## src/rtl/cdb_arbiter.sv

```systemverilog
// Common data bus arbiter: per-source result FIFOs, round-robin grant, registered broadcast.
// Optional build macro CDB_BYPASS_EN: an empty source's fresh result may win the bus directly.

module CdbResultFifo #(
    parameter int ENT_W = 36,
    parameter int DEPTH = 4,
    parameter int SLACK = 2
) (
    input  logic             clk,
    input  logic             rst,
    input  logic             flush_i,
    input  logic             push_i,
    input  logic             pop_i,
    input  logic [ENT_W-1:0] data_i,
    output logic [ENT_W-1:0] head_o,
    output logic             empty_o,
    output logic             full_o,
    output logic             almostFull_o
);
    localparam int PTR_W = $clog2(DEPTH);
    localparam int CNT_W = PTR_W + 1;
    localparam logic [CNT_W-1:0] FULL_CNT = CNT_W'(DEPTH);
    localparam logic [CNT_W-1:0] AF_CNT   = CNT_W'(DEPTH - SLACK);

    logic [ENT_W-1:0] mem_q [DEPTH];
    logic [PTR_W-1:0] wrPtr_q, wrPtr_d;
    logic [PTR_W-1:0] rdPtr_q, rdPtr_d;
    logic [CNT_W-1:0] count_q, count_d;
    logic             doWrite;
    logic             doRead;

    assign empty_o      = (count_q == '0);
    assign full_o       = (count_q == FULL_CNT);
    assign almostFull_o = (count_q >= AF_CNT);
    assign head_o       = mem_q[rdPtr_q];

    // A push into a full FIFO is dropped even if the head leaves in the same cycle.
    assign doWrite = push_i && !full_o && !flush_i;
    assign doRead  = pop_i && !empty_o && !flush_i;

    always_comb begin
        wrPtr_d = wrPtr_q;
        rdPtr_d = rdPtr_q;
        count_d = count_q;
        if (flush_i) begin
            wrPtr_d = '0;
            rdPtr_d = '0;
            count_d = '0;
        end else begin
            if (doWrite) begin
                wrPtr_d = wrPtr_q + PTR_W'(1);
            end
            if (doRead) begin
                rdPtr_d = rdPtr_q + PTR_W'(1);
            end
            if (doWrite && !doRead) begin
                count_d = count_q + CNT_W'(1);
            end else if (!doWrite && doRead) begin
                count_d = count_q - CNT_W'(1);
            end
        end
    end

    always_ff @(posedge clk) begin
        if (rst) begin
            wrPtr_q <= '0;
            rdPtr_q <= '0;
            count_q <= '0;
        end else begin
            wrPtr_q <= wrPtr_d;
            rdPtr_q <= rdPtr_d;
            count_q <= count_d;
        end
    end

    always_ff @(posedge clk) begin
        if (doWrite) begin
            mem_q[wrPtr_q] <= data_i;
        end
    end
endmodule

module cdb_arbiter #(
    parameter int DATA_W     = 32,
    parameter int ROB_ID_W   = 4,
    parameter int FIFO_DEPTH = 4,
    parameter int SLACK      = 2
) (
    input  logic                clk,
    input  logic                rst,
    input  logic                rdy,
    input  logic                roll_back,
    input  logic                alu_valid,
    input  logic [ROB_ID_W-1:0] alu_rob_id,
    input  logic [DATA_W-1:0]   alu_value,
    input  logic                lsb_valid,
    input  logic [ROB_ID_W-1:0] lsb_rob_id,
    input  logic [DATA_W-1:0]   lsb_value,
    output logic                alu_almost_full,
    output logic                lsb_almost_full,
    output logic                cdb_valid,
    output logic [ROB_ID_W-1:0] cdb_rob_id,
    output logic [DATA_W-1:0]   cdb_value,
    output logic                cdb_src,
    output logic                overflow
);
    localparam int ENT_W = ROB_ID_W + DATA_W;

    typedef enum logic {
        SRC_ALU = 1'b0,
        SRC_LSB = 1'b1
    } src_e;

    logic [ENT_W-1:0]    aluIn, lsbIn, aluHead, lsbHead, grantEntry;
    logic                aluEmpty, lsbEmpty, aluFull, lsbFull;
    logic                aluCand, lsbCand;
    logic                aluGranted, lsbGranted;
    logic                aluPop, lsbPop, aluPush, lsbPush, aluBypass, lsbBypass;
    logic                active;
    logic                grantValid;
    src_e                grantSrc;

    logic                cdbValid_q, cdbValid_d;
    logic [ROB_ID_W-1:0] cdbRobId_q, cdbRobId_d;
    logic [DATA_W-1:0]   cdbValue_q, cdbValue_d;
    src_e                cdbSrc_q, cdbSrc_d;
    src_e                lastGrant_q, lastGrant_d;
    logic                overflow_q, overflow_d;

    assign active = rdy && !roll_back;
    assign aluIn  = {alu_rob_id, alu_value};
    assign lsbIn  = {lsb_rob_id, lsb_value};

`ifdef CDB_BYPASS_EN
    assign aluCand = !aluEmpty || alu_valid;
    assign lsbCand = !lsbEmpty || lsb_valid;
`else
    assign aluCand = !aluEmpty;
    assign lsbCand = !lsbEmpty;
`endif

    // Round-robin: on a tie the source that did not win last time gets the bus.
    always_comb begin
        grantValid = 1'b0;
        grantSrc   = SRC_ALU;
        if (aluCand && lsbCand) begin
            grantValid = 1'b1;
            grantSrc   = (lastGrant_q == SRC_ALU) ? SRC_LSB : SRC_ALU;
        end else if (aluCand) begin
            grantValid = 1'b1;
            grantSrc   = SRC_ALU;
        end else if (lsbCand) begin
            grantValid = 1'b1;
            grantSrc   = SRC_LSB;
        end
    end

    // A granted source with an empty FIFO can only be a bypassed input.
    assign aluGranted = active && grantValid && (grantSrc == SRC_ALU);
    assign lsbGranted = active && grantValid && (grantSrc == SRC_LSB);
    assign aluBypass  = aluGranted && aluEmpty;
    assign lsbBypass  = lsbGranted && lsbEmpty;
    assign aluPop     = aluGranted && !aluEmpty;
    assign lsbPop     = lsbGranted && !lsbEmpty;
    assign aluPush    = active && alu_valid && !aluBypass;
    assign lsbPush    = active && lsb_valid && !lsbBypass;

    always_comb begin
        grantEntry = aluEmpty ? aluIn : aluHead;
        if (grantSrc == SRC_LSB) begin
            grantEntry = lsbEmpty ? lsbIn : lsbHead;
        end
    end

    CdbResultFifo #(
        .ENT_W(ENT_W),
        .DEPTH(FIFO_DEPTH),
        .SLACK(SLACK)
    ) aluFifo (
        .clk         (clk),
        .rst         (rst),
        .flush_i     (roll_back),
        .push_i      (aluPush),
        .pop_i       (aluPop),
        .data_i      (aluIn),
        .head_o      (aluHead),
        .empty_o     (aluEmpty),
        .full_o      (aluFull),
        .almostFull_o(alu_almost_full)
    );

    CdbResultFifo #(
        .ENT_W(ENT_W),
        .DEPTH(FIFO_DEPTH),
        .SLACK(SLACK)
    ) lsbFifo (
        .clk         (clk),
        .rst         (rst),
        .flush_i     (roll_back),
        .push_i      (lsbPush),
        .pop_i       (lsbPop),
        .data_i      (lsbIn),
        .head_o      (lsbHead),
        .empty_o     (lsbEmpty),
        .full_o      (lsbFull),
        .almostFull_o(lsb_almost_full)
    );

    // Flush only kills the broadcast; tag, value, source, grant history and overflow survive it.
    always_comb begin
        cdbValid_d  = cdbValid_q;
        cdbRobId_d  = cdbRobId_q;
        cdbValue_d  = cdbValue_q;
        cdbSrc_d    = cdbSrc_q;
        lastGrant_d = lastGrant_q;
        overflow_d  = overflow_q;
        if (roll_back) begin
            cdbValid_d = 1'b0;
        end else if (rdy) begin
            cdbValid_d = grantValid;
            if (grantValid) begin
                cdbRobId_d  = grantEntry[DATA_W +: ROB_ID_W];
                cdbValue_d  = grantEntry[DATA_W-1:0];
                cdbSrc_d    = grantSrc;
                lastGrant_d = grantSrc;
            end
            if ((aluPush && aluFull) || (lsbPush && lsbFull)) begin
                overflow_d = 1'b1;
            end
        end
    end

    always_ff @(posedge clk) begin
        if (rst) begin
            cdbValid_q  <= 1'b0;
            cdbRobId_q  <= '0;
            cdbValue_q  <= '0;
            cdbSrc_q    <= SRC_ALU;
            lastGrant_q <= SRC_LSB;
            overflow_q  <= 1'b0;
        end else begin
            cdbValid_q  <= cdbValid_d;
            cdbRobId_q  <= cdbRobId_d;
            cdbValue_q  <= cdbValue_d;
            cdbSrc_q    <= cdbSrc_d;
            lastGrant_q <= lastGrant_d;
            overflow_q  <= overflow_d;
        end
    end

    assign cdb_valid  = cdbValid_q;
    assign cdb_rob_id = cdbRobId_q;
    assign cdb_value  = cdbValue_q;
    assign cdb_src    = cdbSrc_q;
    assign overflow   = overflow_q;
endmodule

```

## config.mk

```make
export PLATFORM = sky130hd
export DESIGN_NAME = cdb_arbiter
export DESIGN_NICKNAME = d
export VERILOG_FILES = /design/src/rtl/cdb_arbiter.sv
export SDC_FILE = /design/constraint.sdc
export NUM_CORES = 1
export LEC_CHECK = 0
export CAP_MARGIN = 15
export CORE_MARGIN = 4
export CORE_UTILIZATION = 42
export CTS_CLUSTER_SIZE = 14
export DETAILED_ROUTE_END_ITERATION = 12
export DONT_BUFFER_PORTS = 1
export GPL_TIMING_DRIVEN = 1
export PLACE_DENSITY_LB_ADDON = 0.15
export RECOVER_POWER = 100
export SLEW_MARGIN = 25
export SYNTH_ARGS = -nofsm -noshare
export SYNTH_HDL_FRONTEND = slang
export SYNTH_SLANG_ARGS = --single-unit
export TNS_END_PERCENT = 20
```

## constraint.sdc

```tcl
create_clock -name clk -period 2.7 [get_ports clk]
set_input_delay 0.54 -clock clk [delete_from_list [all_inputs] [get_ports clk]]
set_output_delay 0.54 -clock clk [all_outputs]
set_load 0.05 [all_outputs]
```

Word level (Yosys, flattened, before mapping)
Memories as Yosys holds them, arrays and structs flattened. A register that Yosys moved wholly into a read port is not among the register bits.
Index checks and enable logic that the tools add are counted.
- bits in registers: 54
- memories: 2
- logic and storage cells: 95
- output and inout port bits: 41
- RAM bits: 288
- memory list (name ; words ; bits a word ; read ports ; clocked after Yosys merged registers in ; wr ports ; line ; text):
    aluFifo.mem_q ; 4 ; 36 ; 1 ; 1 ; 1 ; 25 ; logic [ENT_W-1:0] mem_q [DEPTH];
    lsbFifo.mem_q ; 4 ; 36 ; 1 ; 1 ; 1 ; 25 ;
- eq/ne operators: 2
- add/sub/neg operators: 8
- reductions and logical operators: 46
- multiplexer cells: 21
- bitwise logic cells: 2
- magnitude comparators: 2
- operators with widths (operator ; number):
    36-bit two-way mux ; 3
    1-bit logical AND ; 27
    3-bit two-way mux ; 4
    1-bit logical NOT ; 11
    1-bit two-way mux ; 10
    2-bit by 1-bit adder with 2-bit output (second input constant) ; 4
    2-bit two-way mux ; 4
    3-bit by 1-bit adder with 3-bit output (second input constant) ; 2
    3-bit == test (second input constant) ; 2
    3-bit by 2-bit >= comparator with 1-bit output (second input constant) ; 2
    3-bit logical NOT ; 2
    3-bit AND reduction ; 2
    3-bit by 1-bit subtractor with 3-bit output (second input constant) ; 2
    2-bit nonzero test ; 2
    1-bit inverter ; 2
    2-bit OR reduction ; 1
    1-bit logical OR ; 1

Longest topological paths before layout
Gate-level depths: netlist of the first run.
- depth after elaboration: 15
- depth in mapped cells: 11
- gate-level depth less buffers: 9

Hierarchy
A second synthesis of the first run with hierarchy kept.
- cells, all modules: 722
- area total of the unflattened synthesis: 13411.6 um2
- modules (own cells, without submodules) (module ; instances ; area an instance (um2) ; cells an instance ; seq. area each (um2)):
    CdbResultFifo ; 2 ; 5705.5 ; 243 ; 4504.3
    cdb_arbiter ; 1 ; 2000.7 ; 236 ; 800.8

Worst setup path before layout of the first run
Ideal clock, no wire load.
- path type: input port to flip-flop
- from: input roll_back
- to: register lsbFifo.count_q[2]
- arrival time: 2749 ps
- stages: 9
- library setup time: 70 ps
- setup slack: -119 ps
- required time: 2630 ps
- cell sequence: nand2b_1 > clkbuf_1 > a211oi_1 > ha_1 > inv_1 > fa_1 > xor2_1 > or3_1 > a21oi_1
- cells in the longest elaborated chain, start to end: 12
- ends and longest elaborated chain (item ; line ; text):
    start: declaration ; 92 ; input logic roll_back,
    1-bit logical NOT (*) ; 38, 130 ;
    1-bit logical AND ; 130 ; assign active = rdy && !roll_back;
    1-bit logical AND (2 in a row) ; 160 ; assign lsbGranted = active && grantValid && (grantSrc == SRC_LSB);
    1-bit logical AND ; 162 ; assign lsbBypass = lsbGranted && lsbEmpty;
    1-bit logical NOT ; 166 ; assign lsbPush = active && lsb_valid && !lsbBypass;
    1-bit logical AND ; 166 ;
    1-bit logical AND ; 38 ; assign doWrite = push_i && !full_o && !flush_i;
    1-bit logical AND (*) ; 38 ;
    via lsbFifo.doWrite ; 29 ; logic doWrite;
    1-bit logical NOT ; 58 ; end else if (!doWrite && doRead) begin
    1-bit logical AND ; 58 ;
    2-bit nonzero test (no line) ; -- ;
    end signal: assignment ; 72 ; count_q <= count_d;
    end: declaration ; 28 ; logic [CNT_W-1:0] count_q, count_d;
Mark *: on every way through the listed nets, which the timed path passes. The rest lies on a longest branch.
A chain may end at the register's enable or synchronous reset.

Final worst setup path of the first run
- from: register lsbFifo.count_q[2]
- to: register lsbFifo.count_q[2]
- cells in the longest elaborated chain, start to end: 14
- ends and longest elaborated chain (item ; line ; text):
    3-bit logical NOT ; 32 ; assign empty_o = (count_q == '0);
    1-bit two-way mux / 1-bit logical NOT (equally long branches) ; -- ;
    1-bit two-way mux / 1-bit logical AND (equally long branches) ; 149, 146 ;
    1-bit two-way mux ; 146 ; if (aluCand && lsbCand) begin
    1-bit logical AND (2 in a row) ; 160 ;
    1-bit logical AND ; 162 ;
    1-bit logical NOT ; 166 ;
    1-bit logical AND ; 166 ;
    1-bit logical AND (2 in a row) ; 38 ;
    1-bit logical NOT ; 58 ;
    1-bit logical AND ; 58 ;
    2-bit nonzero test (no line) ; -- ;
Parallel ways exist; a longest one is shown, timed or not. The select of a mux whose other input is x is not followed.

==> out/metrics.yaml, run 1 <==
run_status:
  status: "finished clean"
sta:
  drv_slew: 0
  min_period_ns: 2.52
  rsz0062_at_grt: "no"
  finalSetupTns_ns: 0
  setup_viol: 0
  finalCritPeriodShare: 0.932
  worst_slew_pin_slew_ns: 1.09
  maxSlewHeadroom: 0.275
  timing.final.hold_violations: 0
  finalClockSkew_ns: 0.0220
  fmax_mhz: 397
clocking:
  cts.clk_slew.worst_paths_ns: 0.06
  numCtsBuffers: 39
  cts_hold_buf: 0
  clk_path_buf_depth: 3
  clk_latency_ns: 0.52
  cts_num_sinks: 346
  postCtsSetupBuffers: 0
  cts_resized: 0
  clock-root-buffer: "clkbuf_16"
  cts_tree: "done"
  htreeDepth: 2
finish:
  nNetsFinal: 772
  diodes: 0
  synthToLayoutAreaGrowth_pct: 14.7
  drive_above_1_share: 0.242
grt:
  grt_overflow: 0
  grt_util_met1: 0.214
  grt_util_all_layers: 0.170
  grt_max_degree: 37
  grt.busiest_layer: "met2"
  antenna_found_initial: 0
  grt_use_met3: 0.0641
  gr-usage-met2: 0.281
  grt_pass1_vias: 6600
  grt_pass1_wl_um: 42600
worst_setup_path:
  cp-start-kind: "flip-flop"
  crit_fanout: 7
  cp.arrival_ns: 2.95
  r2r.worst_path.cells: 9
  crit_required_ns: 3.13
  worst-setup-path-type: "flip-flop to flip-flop"
  cp-end-kind: "flip-flop"
hold_path:
  hold_class: "input pin to flip-flop"
  min_path_cells: 1
floorplan:
  dieHeight_um: 183
  num_rows: 63
  ios: 119
  die_area_mm2: 0.0335
  core_region_area_mm2: 0.0300
  die_w_um: 183
  initial_core_util: 0.429
power:
  power_frac_clock: 0.450
  pwr-share-seq: 0.525
  leakage_uw: 0.00463
  p_int_uw: 9030
  power_switching_uw: 2310
  combPwrFrac: 0.024
  ir_drop_uv: 553
  p_total_uw: 11300
  swShare: 0.204
  power_density_mw_per_mm2: 768
synthesis:
  synthArstFlopShare: 0
  ys_types: 38
  yosysSeqAreaShare: 0.763
  yosys.area.top_type_share: 0.672
  synth.area.top_cells: "edfxtp_1 (67%), mux4_2 (13%), dfxtp_1 (9.0%), a22o_1 (2.5%), a21oi_1 (0.97%)"
  synth_flop_cell: "edfxtp_1"
  syn_avg_cell_area_um2: 20.1
  synth_edf_count: 288
  ys_ff_latch: 346
  synth_cells: 640
  synth_nets: 730
  yosysWarnings: 0
  synth_area_leader_cell: "edfxtp_1"
  syn-cell-area_mm2: 0.0129
detailed_routing:
  wl_per_cell_um: 25.6
  drtIter0Drc: 293
  wirelength_um: 28100
  first_pass_iters: 4
  drc: 0
  vias_per_cell: 5.55
  ant_nets: 0
  routed-via-count: 6109
place:
  port_buffers: 0
  dp_hpwl_um: 18200
  gp_congestion: 0.757
flow_run:
  drv_cap: 0
==> cell type report <==
type | count | area [um2]
fill | 2437 | 15200
sequential | 346 | 9810
multi-input combinational | 251 | 2870
clock buffer | 45 | 1010
tap | 390 | 488
timing repair buffer | 32 | 287
clock inverter | 25 | 235
inverter | 12 | 45.0
==> cell usage after synthesis (2+ instances only) <==
library cell / instances
mux2i_1: 4
edfxtp_1: 288
xor2_1: 4
or2_2: 3
or3_1: 6
o21ai_0: 4
nor2_1: 19
dfxtp_1: 58
buf_2: 12
nand2_1: 18
clkbuf_1: 18
nor3_1: 5
ha_1: 10
and2_1: 8
a22o_1: 36
o22ai_1: 3
fa_1: 2
a22oi_1: 15
xnor2_1: 3
mux4_2: 72
a21oi_1: 25
inv_1: 11
==> metal layers <==
layer  vias up  routed length, um
met1      3170              11100
met2       192              13800
met5         -                  0
li1       2696                  -
met3        51               2600
met4         0                612
==> final timing paths <==
kind	startpoint	end	slack, ns
worst max-delay path	lsbFifo.count_q[2]	lsbFifo.count_q[2]	0.18
worst max register to register	lsbFifo.count_q[2]	lsbFifo.count_q[2]	0.18
worst min register to register	lsbFifo.rdPtr_q[0]	flip-flop	0.48
worst min-delay path	rst	cdb_value[3]	0.09
==> kinds of logic after synthesis <==
kind of cell,Yosys count,synth area share
muxes,76,0.129
adders and majority gates,12,0.0128
buffers and inverters,43,0.0137
xor gates and xnor gates,7,0.00477
AOI/OAI and AO/OA,91,0.0520
and+or+nand+nor,65,0.0248
DFF,346,0.763
==> power by group through the flow <==
stage	sequential, uW	clock [uW]	combinational (uW)
finish	5950	5100	277
global route	5960	5450	301
CTS	5950	5210	294
detailed placement	6070	0	292
global placement	6060	0	285
floorplan	6050	0	203
==> flip-flops by register name, indices dropped and copies added, names as in the netlist, 3 cells and up, named ones only <==
| name | count |
|---|---|
| aluFifo.mem_q | 144 |
| lsbFifo.mem_q | 144 |
| cdb_value | 32 |
| cdb_rob_id | 4 |
| aluFifo.count_q | 3 |
| lsbFifo.count_q | 3 |
==> per-stage QoR <==
step           area, um2  std cells  utilization  setup WS (ns)  hold slack, ns
2_1_floorplan      12900        640            -         0.0894           0.454
3_3_place_gp       13700       1031        0.456          0.216           0.456
3_5_place_dp       13700       1031        0.456          0.110           0.472
4_1_cts            14900       1101        0.497          0.138          0.0701
5_1_grt            14800       1101        0.492         0.0304          0.0673
6_report           14800       1101        0.492          0.184          0.0942
==> worst max-delay path: stages, from the launching register on <==
cell	delay, ns
dfxtp_1	0.37
or3_1	0.46
and3_1	0.21
inv_1	0.07
ha_1	0.19
inv_1	0.07
fa_1	0.43
xor2_1	0.18
or3_1	0.31
a21oi_1	0.16
==> placed cells by master (no fill, tap or decap), drive strengths merged, types with 3 or more instances in the layout <==
cell      count
nor2         19
dfxtp        58
or3           6
mux4         72
clkbuf       61
bufinv        4
xnor2         3
a21oi        26
buf          16
inv          14
xor2          4
a22o         36
clkinv       16
and2          8
ha           10
o21ai         5
nor3          6
nand2        18
or2           3
mux2i         4
edfxtp      288
a22oi        15
clkinvlp      3
o22ai         3
(Power assumes the default switching activity.)
==> run 2: changes to the inputs <==
Settings changed: CTS_BUF_LIST set to sky130_fd_sc_hd__clkbuf_4.
==> out/metrics.yaml, run 2 (same netlist as run 1, synthesis figures left out) <==
grt:
  grt_use_met3: 0.0575  # -0.00655
  grt_util_all_layers: 0.176  # +0.00556
  grt_util_met1: 0.225  # +0.0102
  grt.busiest_layer: "met2"
  antenna_found_initial: 3  # +3
  grt_max_degree: 37  # unchanged
  gr-usage-met2: 0.289  # +0.00841
  grt_pass1_wl_um: 44500  # +4.5%
  grt_overflow: 0  # unchanged
  grt_pass1_vias: 7427  # +13%
detailed_routing:
  wl_per_cell_um: 22.8  # -11%
  drtIter0Drc: 357  # +22%
  ant_nets: 0  # unchanged
  first_pass_iters: 4  # unchanged
  vias_per_cell: 5.26  # -5.1%
  wirelength_um: 29100  # +3.3%
  routed-via-count: 6716  # +9.9%
  drc: 0  # unchanged
sta:
  worst_slew_pin_slew_ns: 1.13  # +0.0444 ns
  finalClockSkew_ns: 0.0416  # +0.0196 ns
  timing.final.hold_violations: 0  # unchanged
  maxSlewHeadroom: 0.245  # -0.0296
  whs_ns: 0.173  # +0.0787 ns
  finalCritPeriodShare: 0.929  # -0.00342
  setup_viol: 0  # unchanged
  min_period_ns: 2.51  # -0.00923 ns
  finalSetupTns_ns: 0  # unchanged
  rsz0062_at_grt: "no"
  drv_slew: 0  # unchanged
  fmax_mhz: 399  # +0.37%
worst_setup_path:
  cp_cell_sequence: "or3_1, and3_1, inv_1, ha_1, inv_1, fa_1, xor2_1, or3_1, a21oi_1"
  r2r_setup_slack_ns: 0.19  # about the same
  worst-setup-path-type: "flip-flop to flip-flop"
  r2r.worst_path.cells: 9  # unchanged
  crit_fanout: 7  # unchanged
  cp.depth: 9  # unchanged
  regToRegStartpoint: "lsbFifo.count_q[2]"
  cp-start-kind: "flip-flop"
  worstSetupStartpoint: "lsbFifo.count_q[2]"
  cp_slowest_cell: "or3_1"
  cp-end-kind: "flip-flop"
  worstSetupEndpoint: "lsbFifo.count_q[2]"
  worst_path_largest_cell_delay_ns: 0.46  # about the same
  crit_required_ns: 3.29  # +0.16 ns
  r2r_end: "lsbFifo.count_q[2]"
  cp_top_family: "simple AND/OR/NAND/NOR gates"
  cp.arrival_ns: 3.10  # +0.15 ns
  worst-path-buf-inv: 2  # unchanged
power:
  power_density_mw_per_mm2: 718  # -6.5%
  leakage_uw: 0.00507  # +9.5%
  swShare: 0.217  # +0.0138
  power_switching_uw: 2420  # +4.9%
  power_frac_clock: 0.429  # -0.021
  pwr-share-seq: 0.534  # +0.009
  combPwrFrac: 0.037  # +0.013
  p_int_uw: 8710  # -3.5%
  ir_drop_uv: 436  # -21%
clocking:
  numCtsBuffers: 90  # +130%
  clk_latency_ns: 0.69  # +0.17 ns
  htreeDepth: 3  # +1
  cts_tree: "done"
  clk_path_buf_depth: 3  # unchanged
  cts.clk_slew.worst_paths_ns: 0.06  # about the same
  cts_resized: 0  # unchanged
  cts_hold_buf: 74  # +74
  clock-root-buffer: "clkbuf_4"
  postCtsSetupBuffers: 0  # unchanged
  cts_num_sinks: 346  # unchanged
run_status:
  status: "finished clean"
floorplan:
  core_region_area_mm2: 0.0300  # unchanged
  dieHeight_um: 183  # unchanged
  num_rows: 63  # unchanged
  ios: 119  # unchanged
  initial_core_util: 0.429  # unchanged
  die_w_um: 183  # unchanged
  die_area_mm2: 0.0335  # unchanged
place:
  port_buffers: 0  # unchanged
  dp_hpwl_um: 18200  # unchanged
  dpl.cell_count: 1031  # unchanged
  gp_congestion: 0.757  # unchanged
finish:
  finalNonFillerCells: 1276  # +16%
  final_util: 0.517  # +0.0249
  drive_above_1_share: 0.296  # +0.0537
  nNetsFinal: 897  # +16%
  layout_commonest_cell: "edfxtp_1"
  synthToLayoutAreaGrowth_pct: 20.5
  mostFrequentLayoutCells: "edfxtp_1 (288), clkbuf_4 (141), dlygate4sd3_1 (73)"
hold_path:
  hold_class: "input pin to flip-flop"
flow_run:
  drv_cap: 0  # unchanged
==> run 2: cell count changes in the layout (fill, tap and decap cells not counted), sizes merged <==
cell         change
dlygate4sd3     +73
diode            +3
buf              -2
clkbuf          +93
clkinv          +11
clkinvlp         -3
==> run 2: tightest hold or removal path, stage by stage <==
cell and delay (ns):
nor2b_1 0.06, a21oi_1 0.14, nor2_1 0.05
==> run 2: through the flow <==
step / cell area, um2 / total power (uW) / setup WS (ns)
after global placement: 13700 / 6350 / 0.216
after CTS: 15700 / 11300 / 0.136
after detailed placement: 13700 / 6360 / 0.110
after floorplan: 12900 / 6250 / 0.0894
final: 15500 / 11100 / 0.193
after global routing: 15500 / 11600 / 0.0216
==> run 2: worst min path at each step <==
stage	endpoint	cells past startpoint	slack, ns	startpoint
CTS	overflow	3	0.09	roll_back
global route	overflow	3	0.11	roll_back
global placement	flip-flop	2	0.46	lsbFifo.rdPtr_q[0]
finish	overflow	3	0.17	roll_back
detailed placement	flip-flop	2	0.47	lsbFifo.rdPtr_q[0]
floorplan	flip-flop	2	0.45	lsbFifo.rdPtr_q[0]
==> run 2: metal layers <==
layer	up-vias	wire length (um)
met5	-	0
met4	0	493
met3	45	2120
met2	208	14500
met1	3439	12000
li1	3024	-
==> run 2: cell type report <==
cell class / instances / area (um2)
sequential: 346 / 9810
clock inverter: 33 / 244
fill: 2457 / 14500
tap: 390 / 488
clock buffer: 135 / 1010
multi-input combinational: 251 / 2870
antenna: 3 / 7.51
inverter: 12 / 45.0
timing repair buffer: 106 / 1010
==> run 2: power by group through the flow <==
stage | logic, uW | registers, uW | clock network [uW]
global route | 451 | 5950 | 5230
floorplan | 203 | 6050 | 0
global placement | 285 | 6060 | 0
CTS | 435 | 5950 | 4910
finish | 415 | 5950 | 4770
detailed placement | 292 | 6070 | 0
==> RTL edit 1 (settings of run 1) <==
Add a define of `CDB_BYPASS_EN`.
--- a/src/rtl/cdb_arbiter.sv
+++ b/src/rtl/cdb_arbiter.sv
@@ -1,5 +1,7 @@
 // Common data bus arbiter: per-source result FIFOs, round-robin grant, registered broadcast.
 // Optional build macro CDB_BYPASS_EN: an empty source's fresh result may win the bus directly.
+
+`define CDB_BYPASS_EN
 
 module CdbResultFifo #(
     parameter int ENT_W = 36,
Formal check against the unedited RTL: not equivalent (a bounded check fails within 4 cycles, from zero or initial values and one cycle with rst high).
==> RTL edit 1 against run 1 <==
  * Global-route usage increased by 1.1 points
  * Cell area increased by 4.6%
  * Worst setup slack improved by 37 ps
  * Total power decreased by 0.83%
  * Combinational power decreased by 7%
  * Wire length increased by 14%
  * Sequential cell count unchanged
  * Synthesized area increased by 6.1%
  * Largest power group unchanged
==> RTL edit 1: results (changes against run 1) <==
netlist-cell-type-count: 45  # +18%
grt_max_degree: 44  # +19%
nNetsFinal: 871  # +13%
timing.hold.ws_ps: 93.3  # -0.920 ps
irDropWorstVdd_mv: 0.361  # -35%
synth_area_leaders: "edfxtp_1 (63%), mux4_2 (12%), dfxtp_1 (8.5%)"
antenna_found_initial: 0  # unchanged
rrSetupSlack_ps: 220  # +40 ps
wl_per_cell_um: 25.9  # +1.3%
grt_first_pass_wirelength_um: 48500  # +14%
cp_top_family: "adder cells"
leakage_nw: 5.07  # +9.5%
status: "complete, no violations"
nFillCells: 2613  # +7.2%
grt_pass1_vias: 7532  # +14%
drt_pass1_iterations: 6  # +2
cp_slowest_stage_delay_ps: 530  # +70 ps
ys_top_cells_by_count: "edfxtp_1 (288), and3_1 (80), mux4_2 (72), dfxtp_1 (58), a21oi_1 (44)"
cp-startpoint: "lastGrant_q"
ys_seq_area_frac: 0.719  # -0.0438
path_max_fanout: 8  # +1
gp_congestion: 0.750  # -1.0%
drive_above_1_share: 0.200  # -0.0419
synth_nets: 855  # +17%
track_usage: 0.181  # +0.0107
hpwl_um: 19600  # +7.7%
vias: 7233  # +18%
first_iter_violations: 766  # +160%
slowest_stage: "dfxtp_1"
==> RTL edit 1: through the flow <==
stage	util	setup WS [ps]	instances	total power [mW]	area, µm²
floorplan	-	4.83	765	6.26	13600
global placement	0.450	207	1177	6.35	14300
detailed placement	0.450	44.3	1177	6.36	14300
CTS	0.488	229	1245	11.4	15500
global route	0.485	30.0	1245	11.6	15400
finish	0.485	221	1245	11.2	15400
==> RTL edit 1: path summary, 6_finish.rpt <==
path,cells past startpoint,to
setup reg to reg,9,lsbFifo.count_q[2]
hold / removal,1,cdb_value[30]
setup / recovery,9,lsbFifo.count_q[2]
hold reg to reg,2,aluFifo.rdPtr_q[1]
==> RTL edit 1: cell type report <==
class / count / area share
clock inverter: 16 / 0.0114
timing repair buffer: 34 / 0.0203
sequential: 346 / 0.636
tap: 435 / 0.0353
clock buffer: 52 / 0.0671
inverter: 8 / 0.00195
multi-input combinational: 354 / 0.228
==> RTL edit 1: cells by family after synthesis <==
logic type                 synth area share
AOI/OAI and AO/OA                    0.0664
xor gates and xnor gates            0.00449
adders and majority gates            0.0121
buffers and inverters                0.0227
DFF                                   0.719
muxes                                 0.120
and+or+nand+nor                      0.0550
==> RTL edit 1: routing by layer <==
layer  track usage  vias to the layer above  share of wire
met5             0                        -              0
met4        0.0500                        0          0.021
met3        0.0545                       48          0.095
met2         0.296                      262           0.49
met1         0.238                     3743           0.40
li1              -                     3180              -
==> RTL edit 1: power breakdown <==
group | leakage (nW) | total [mW] | internal (mW) | switching (mW)
Combinational | 1.42 | 0.258 | 0.0964 | 0.161
Sequential | 3.06 | 5.98 | 5.83 | 0.148
Clock | 0.590 | 5.00 | 3.06 | 1.95
Total | 5.07 | 11.2 | 8.98 | 2.26
==> RTL edit 2 (config.mk and constraints of run 1) <==
Without the edit above. Make the reset (`rst`) asynchronous in 2 clocked blocks.
--- a/src/rtl/cdb_arbiter.sv
+++ b/src/rtl/cdb_arbiter.sv
@@ -61,7 +61,7 @@
         end
     end
 
-    always_ff @(posedge clk) begin
+    always_ff @(posedge clk or posedge rst) begin
         if (rst) begin
             wrPtr_q <= '0;
             rdPtr_q <= '0;
@@ -230,7 +230,7 @@
         end
     end
 
-    always_ff @(posedge clk) begin
+    always_ff @(posedge clk or posedge rst) begin
         if (rst) begin
             cdbValid_q  <= 1'b0;
             cdbRobId_q  <= '0;
Formal check against the unedited RTL: differs if rst is asserted again (counterexample within 4 cycles, from zero or initial values and one cycle with rst high); with rst held inactive, the same outputs for 4 cycles.
==> RTL edit 2 against run 1 <==
  * Synthesized cell count up 7.0%
  * Wire length rose by 2.9%
  * Sequential cell count down 4
  * Cell area is 2.0% higher
  * Synthesized area up 2.9%
  * Largest cell class unchanged
  * Critical path depth is 6 lower
  * Worst setup slack worse by 17 ps
Power is not compared: it rests on default switching activity, and its combinational part moved more than twofold at a synthesized area within 25%.
==> RTL edit 2: results (changes against run 1) <==
crit_end: "lsbFifo.mem_q[2][17]"
crit_arrival_ps: 2510  # -440 ps
first_iter_violations: 470  # +60%
holdPathEnd: "aluFifo.wrPtr_q[1]"
drive_above_1_share: 0.243  # +0.00108
track_usage: 0.172  # +0.00193
status: "complete, no violations"
hpwl_um: 18400  # +1.2%
clk_share: 0.0823  # -0.00204
gr-usage-met1: 0.218  # +0.00318
final.setup_skew_ps: 12.3  # -9.79 ps
nonClockBufferCount: 34  # +6.3%
slowest_stage: "clkbuf_2"
nNetsFinal: 807  # +4.5%
wl_met3_um: 2590  # -0.31%
place_ws_ps: 237  # +126 ps
clockBufferCount: 55  # +22%
cp_top_family: "buffers and inverters"
multi_input_area_share: 0.199  # +0.00466
met2_usage: 0.283  # +0.00173
async_flop_share: 0.158  # +0.158
ys_seq_area_frac: 0.756  # -0.00681
cts_buffers: 38  # -2.6%
seq_share: 0.665  # about the same
wl_met2_um: 14200  # +2.8%
clock.fmax_mhz: 395  # -0.67%
nFillCells: 2526  # +3.7%
met3_usage: 0.0641  # about the same
grt_pass1_vias: 6995  # +6.0%
ff2ff_path_depth: 3  # -6
ys_ff_latch: 342  # -1.2%
ys_top_cells_by_count: "edfxtp_1 (288), mux4_2 (72), nor2_1 (58), dfrtp_1 (53), o22ai_1 (36)"
path_max_fanout: 36  # +29
wl_met1_um: 11500  # +3.3%
synth_nets: 773  # +5.9%
buffer_area_frac: 0.0173  # -0.00212
synth_area_leaders: "edfxtp_1 (65%), mux4_2 (12%), dfrtp_1 (10%)"
multi_input_cells: 292  # +16%
reg2reg_to: "lsbFifo.mem_q[2][17]"
drt_pass1_iterations: 6  # +2
netlist-cell-type-count: 55  # +45%
grt_first_pass_wirelength_um: 43700  # +2.6%
min_from: "roll_back"
cp_slowest_stage_delay_ps: 760  # +300 ps
gp_congestion: 0.801  # +5.8%
routed_wirelength_um: 29000  # +2.9%
-- RTL edit 2: changes by cell type in the layout (fill, tap and decap cells not counted), sizes merged, moves of 10 or more --
cell	change
a21oi	-15
a22o	-34
a22oi	-15
clkbuf	+13
dfrtp	+53
dfxtp	-58
nor2	+39
o21ai	+10
o22ai	+33
-- RTL edit 2: kinds of logic (layout without fill, tap and decap cells) --
family,count (synthesis),after routing,share of synthesized area
buffers and inverters,51,115,0.0181
adders and majority gates,10,10,0.0106
muxes,74,74,0.124
xor gates and xnor gates,5,5,0.00331
and+or+nand+nor,113,113,0.0398
AOI/OAI and AO/OA,90,90,0.0481
DFF,342,342,0.756
-- RTL edit 2: stage by stage --
stage	power (mW)	util	hold slack [ps]	cell area (µm²)	std cells
5_1_grt	16.3	0.488	62.6	15000	1145
4_1_cts	15.8	0.491	66.0	15100	1145
3_3_place_gp	10.7	0.451	541	13900	1074
6_report	15.6	0.488	87.4	15000	1145
2_1_floorplan	9.90	-	543	13200	685
3_5_place_dp	10.8	0.451	550	13900	1074
